[src/rtl/instr_fetch_unit.sv]
// instr_fetch_unit: IF stage with req/ack imem fetch, IF/ID register, one-entry skid buffer and redirect drain
// Ports: clk, reset (async active-low); imem_req/imem_addr/imem_ack/imem_rdata fetch handshake;
//        StallF/FlushD hazard controls; PCSrcE/PCTargetE execute redirect; InstrD/PCD/PCPlus4D/ValidD IF/ID outputs.
module instr_fetch_unit #(
  parameter int PC_W = 16,
  parameter int INSTR_W = 32,
  parameter logic [PC_W-1:0] RESET_PC = '0,
  parameter logic [INSTR_W-1:0] NOP_INSTR = 32'h00000013
) (
  input  logic               clk,
  input  logic               reset,
  output logic               imem_req,
  output logic [PC_W-1:0]    imem_addr,
  input  logic               imem_ack,
  input  logic [INSTR_W-1:0] imem_rdata,
  input  logic               StallF,
  input  logic               FlushD,
  input  logic               PCSrcE,
  input  logic [PC_W-1:0]    PCTargetE,
  output logic [INSTR_W-1:0] InstrD,
  output logic [PC_W-1:0]    PCD,
  output logic [PC_W-1:0]    PCPlus4D,
  output logic               ValidD
);
  typedef enum logic [1:0] {S_BOOT, S_WAIT, S_HOLD, S_DRAIN} state_t;
  state_t state_q, state_d;
  logic [PC_W-1:0] pc_q, pc_d, tgt_q, tgt_d, skid_pc_q, skid_pc_d, pcd_q, pcd_d, p4_q, p4_d;
  logic [PC_W-1:0] redir, word_pc;
  logic [INSTR_W-1:0] skid_instr_q, skid_instr_d, instr_q, instr_d, word;
  logic valid_q, valid_d, ack, have_word, load, bubble;
  // In DRAIN pc_q keeps the in-flight address; the redirect target waits in tgt_q
  assign imem_req = (state_q == S_WAIT) || (state_q == S_DRAIN);
  assign imem_addr = pc_q;
  assign ack = imem_ack & imem_req;
  assign redir = PCTargetE & ~PC_W'(3);
  assign InstrD = instr_q;
  assign PCD = pcd_q;
  assign PCPlus4D = p4_q;
  assign ValidD = valid_q;
  always_comb begin
    have_word = (state_q == S_WAIT && ack) || state_q == S_HOLD;
    word = state_q == S_HOLD ? skid_instr_q : imem_rdata;
    word_pc = state_q == S_HOLD ? skid_pc_q : pc_q;
    load = have_word && !PCSrcE && !FlushD && !StallF;
    bubble = !load && (PCSrcE || FlushD || !StallF);
    instr_d = load ? word : bubble ? NOP_INSTR : instr_q;
    valid_d = load || (!bubble && valid_q);
    pcd_d = load ? word_pc : pcd_q;
    p4_d = load ? word_pc + PC_W'(4) : p4_q;
    state_d = state_q;
    pc_d = pc_q;
    tgt_d = tgt_q;
    skid_instr_d = skid_instr_q;
    skid_pc_d = skid_pc_q;
    case (state_q)
      S_BOOT: begin
        state_d = S_WAIT;
        pc_d = PCSrcE ? redir : pc_q;
      end
      S_WAIT: begin
        if (PCSrcE) begin
          state_d = ack ? S_WAIT : S_DRAIN;
          pc_d = ack ? redir : pc_q;
          tgt_d = redir;
        end else if (ack) begin
          pc_d = pc_q + PC_W'(4);
          state_d = (StallF && !FlushD) ? S_HOLD : S_WAIT;
          skid_instr_d = imem_rdata;
          skid_pc_d = pc_q;
        end
      end
      S_HOLD: begin
        pc_d = PCSrcE ? redir : pc_q;
        state_d = (PCSrcE || FlushD || !StallF) ? S_WAIT : S_HOLD;
      end
      S_DRAIN: begin
        tgt_d = PCSrcE ? redir : tgt_q;
        pc_d = ack ? tgt_d : pc_q;
        state_d = ack ? S_WAIT : S_DRAIN;
      end
      default: state_d = S_BOOT;
    endcase
  end
  always_ff @(posedge clk or negedge reset) begin
    if (!reset) begin
      state_q <= S_BOOT;
      pc_q <= RESET_PC;
      tgt_q <= RESET_PC;
      skid_instr_q <= NOP_INSTR;
      skid_pc_q <= '0;
      instr_q <= NOP_INSTR;
      pcd_q <= '0;
      p4_q <= '0;
      valid_q <= 1'b0;
    end else begin
      state_q <= state_d;
      pc_q <= pc_d;
      tgt_q <= tgt_d;
      skid_instr_q <= skid_instr_d;
      skid_pc_q <= skid_pc_d;
      instr_q <= instr_d;
      pcd_q <= pcd_d;
      p4_q <= p4_d;
      valid_q <= valid_d;
    end
  end
endmodule
[config.mk]
export PLATFORM = sky130hd
export DESIGN_NAME = instr_fetch_unit
export DESIGN_NICKNAME = d
export VERILOG_FILES = /design/src/rtl/instr_fetch_unit.sv
export SDC_FILE = /design/constraint.sdc
export NUM_CORES = 1
export LEC_CHECK = 0
export BUFFER_PORTS_ARGS = -buffer_cell sky130_fd_sc_hd__buf_2
export CAP_MARGIN = 0
export CORE_MARGIN = 2
export CORE_UTILIZATION = 50
export CTS_CLUSTER_DIAMETER = 120
export CTS_CLUSTER_SIZE = 25
export DETAILED_ROUTE_END_ITERATION = 10
export PLACE_DENSITY = 0.74
export SKIP_CTS_REPAIR_TIMING = 1
export SYNTH_ARGS = -nofsm -noshare
export SYNTH_HDL_FRONTEND = slang
export SYNTH_SLANG_ARGS = --single-unit
[constraint.sdc]
create_clock -name clk -period 7.2 [get_ports clk]
set_input_delay 1.08 -clock clk [delete_from_list [all_inputs] [get_ports clk]]
set_output_delay 1.08 -clock clk [all_outputs]
set_load 0.02 [all_outputs]
==> impl_results.md <==
* Status: finished clean
* Area growth syn-to-layout at 20.3%
* PD cells at 315 mW/mm^2
* Worst-path clk slew at 0.06 ns
* Clk pwr share at 35.5%
* Total CTS buffers at 17
* Net load switching power at 0.000771 W
* Final ANT Viol Nets at 0
* Top FF cell, synth: dfrtp_1
* Cell area after placement at 0.00751 sq mm
* Diode count at 0
* Routability cong. at 0.830
* Total gr overflow at 0
* Critical path cell sequence: nor2b_2, buf_4, mux2_4, ha_1, nand4b_4, or3_1, a221o_1
* Slew HR at around a fifth
* Initial antenna violation count at 0
* Largest delay share family, worst path: simple AND/OR/NAND/NOR gates
* Clock Skews at 0.00817 ns
* Netlist Area Pre-Place at 0.00676 sq mm
* Period utilization at between 40% and 50%
* Vias at between 5000 and 6000
* Setup TNS at 0 ns
* Yosys top cell area share at about half
* Clock Tree Root: clkbuf_16
* WS Path Type: register to register
* Worst-margin pin slew at 1.18 ns
* Number of synthesized flops with an enable pin at 0
* WP data required at 7.51 ns
* Top cells by area, synth: dfrtp_1 (51%), mux2_2 (10%), mux2i_1 (6.1%)
* Multi-input logic area at ~0.003 sq mm
* Syn_nets at 669
* Core area at about 0.013 sq mm
* Die width at 120 microns
* DR WL/cell at 17.2 microns
* I/O Pins at approximately 140
* CP max stage cell: dfrtp_1
* Final Hold Vio Count at 0
* Vias in the first global route at 5033
* Internal power at approximately 0.0018 W
* Comb pwr share at 20.9%
* Clock tree buffer depth at 2
* # setup viols final at 0
* DRC viols at 0
* Sequential share of power at 43.6%
* Switching Share at a little under a third
* Input/output buffers at about 130
* Final nets at 786
* CTS tree: yes
* Drt initial violations at a little over 500
* Initial Utilization at 51.0%
* Max Freq at 0.297 GHz
* Vias per cell at 5.57
* Commonest non-fill, non-tap cells in the layout: dfrtp_1 (139), buf_2 (132), nand2_1 (100)
* Final Slew Violations at 0
* # Max-Cap Violations at 0
* Critical Path Source Type: register
* Total routed wirelength at 15800 microns
* RSZ-0062 raised after global routing: false
* Yosys reg bits at 145
* Synth warnings at 0
* CP arrival at 3.68 ns
* Largest net degree at the start of global routing at 90
* Mapped Cells at a little over 600
* Die Y at 120 microns
* Max incr delay on CP at 0.92 ns
* GRT Resource Usage Total at 22.9%
* Fillers at approximately 1100
* Worst-Skew Late Latency at between 0.4 and 0.5 ns
* Leading area contributor after synthesis: dfrtp_1
* Hold Crit Class: register to register
* Critical-path maximum fanout at 28
* Tmin final at between 3 and 4 ns
* First-pass iteration count of the detailed router at 6
* Depth of the CTS H-tree at 4
* Netlist cell types at 54
* Critical Path Sink Type: register
* Clk sink count at ~150
* Cell area after layout at 0.00813 sq mm
* Syn Area/Cell at around 11 sq um
* Storage cell area at 0.00364 sq mm
* Die ar. at 0.0145 sq mm
* Lkg Pwr at 4.02 nW
* Seq/Total Area, Yosys at 53.8%
* Commonest non-fill, non-tap cell in the layout: dfrtp_1
* First-pass GRT wire length at 25800 microns
* Post-synth ARST share at 100%
* Peak supply drop at 0.000149 V
* Row cnt at 42
* Share of cells above drive strength 1 at 33.6%
* Worst Path Buf+Inv at 1
* DP Wirelength at about 11000 microns
[area by class of cell]
class                           instances  share of cell area, %
Clock buffer                           22                   5.96
Clock inverter                         10                   1.62
Inverter                                6                  0.277
Sequential cell                       145                   44.7
Timing Repair Buffer                  138                   8.73
Tap cell                              176                   2.71
Multi-Input combinational cell        422                   36.0
[cell usage after synthesis (5+ instances only)]
library cell and number:
dfrtp_1 139, nand2_1 100, mux2_2 63, o21ai_0 61, mux2i_1 41, a21oi_1 22, clkbuf_1 21, nor2_1 20
nand3_1 14, buf_2 13, a21o_1 8, a31oi_1 7, and3_1 7, dfstp_2 6, inv_1 6, a2bb2oi_1 5
and2_1 5, buf_4 5, o31ai_1 5
[final timing paths]
kind,from,end,slack (ns),cells past startpoint
setup / recovery,state_q[1]$_DFFE_PN0P_,PCPlus4D[14]$_DFFE_PN0P_,3.83,7
hold / removal,PCPlus4D[7]$_DFFE_PN0P_,PCPlus4D[7]$_DFFE_PN0P_,0.47,1
setup reg to reg,state_q[1]$_DFFE_PN0P_,PCPlus4D[14]$_DFFE_PN0P_,3.83,7
hold reg to reg,PCPlus4D[7]$_DFFE_PN0P_,PCPlus4D[7]$_DFFE_PN0P_,0.47,1
max in group asynchronous,reset,PCD[11]$_DFFE_PN0P_,5.27,2
min in group asynchronous,reset,tgt_q[15]$_DFFE_PN0N_,0.69,1
[power groups by stage]
| stage | clock network (W) | registers (W) | logic, W |
|---|---|---|---|
| 4_1_cts | 0.000922 | 0.00112 | 0.000541 |
| 5_1_grt | 0.000955 | 0.00114 | 0.000587 |
| 2_1_floorplan | 0 | 0.00119 | 0.000283 |
| 3_3_place_gp | 0 | 0.00112 | 0.000520 |
| 3_5_place_dp | 0 | 0.00113 | 0.000538 |
| 6_report | 0.000910 | 0.00112 | 0.000536 |
[per-stage QoR]
step           total power, W  util [%]  hold slack, ns  setup slack [ns]  std cells
2_1_floorplan         0.00147         -           0.454              4.53        613
3_3_place_gp          0.00164      56.7           0.454              3.81        887
3_5_place_dp          0.00167      56.7           0.460              3.79        887
4_1_cts               0.00258      61.4           0.473              3.83        919
5_1_grt               0.00268      61.4           0.499              3.71        919
6_report              0.00256      61.4           0.468              3.83        919
[worst register-to-register path, delay by kind of cell, from the launching register on]
family,cells,cell delay (ns)
buffers and inverters,1,0.36
AND/OR/NAND/NOR,3,1.15
AO/OA/AOI/OAI,1,0.32
flip-flops,1,0.92
adder cells (fa/ha/maj),1,0.26
multiplexers,1,0.25
[state kept, by name, indices dropped and copies added, names as in the netlist]
| register | cells |
|---|---|
| InstrD | 32 |
| skid_instr_q | 32 |
| PCD | 16 |
| imem_addr | 16 |
| skid_pc_q | 16 |
| tgt_q | 16 |
| PCPlus4D | 14 |
| state_q | 2 |
| ValidD | 1 |
[per-layer routing]
layer	wire [microns]	share of wire, %	global-route usage (%)	vias up
met4	346	2.2	9.45	0
met2	7710	49	36.4	147
met5	0	0	0	-
li1	-	-	-	2423
met1	6880	44	30.3	2515
met3	827	5.2	5.42	30
[logic make-up after synthesis]
logic type / Yosys count / synth area share (%)
AOI/OAI and AO/OA: 134 / 12.3
xor gates and xnor gates: 4 / 0.519
adders and majority gates: 2 / 0.370
buffers and inverters: 46 / 3.18
DFF: 145 / 53.8
muxes: 108 / 17.7
and+or+nand+nor: 174 / 12.1
(Power assumes the default switching activity.)
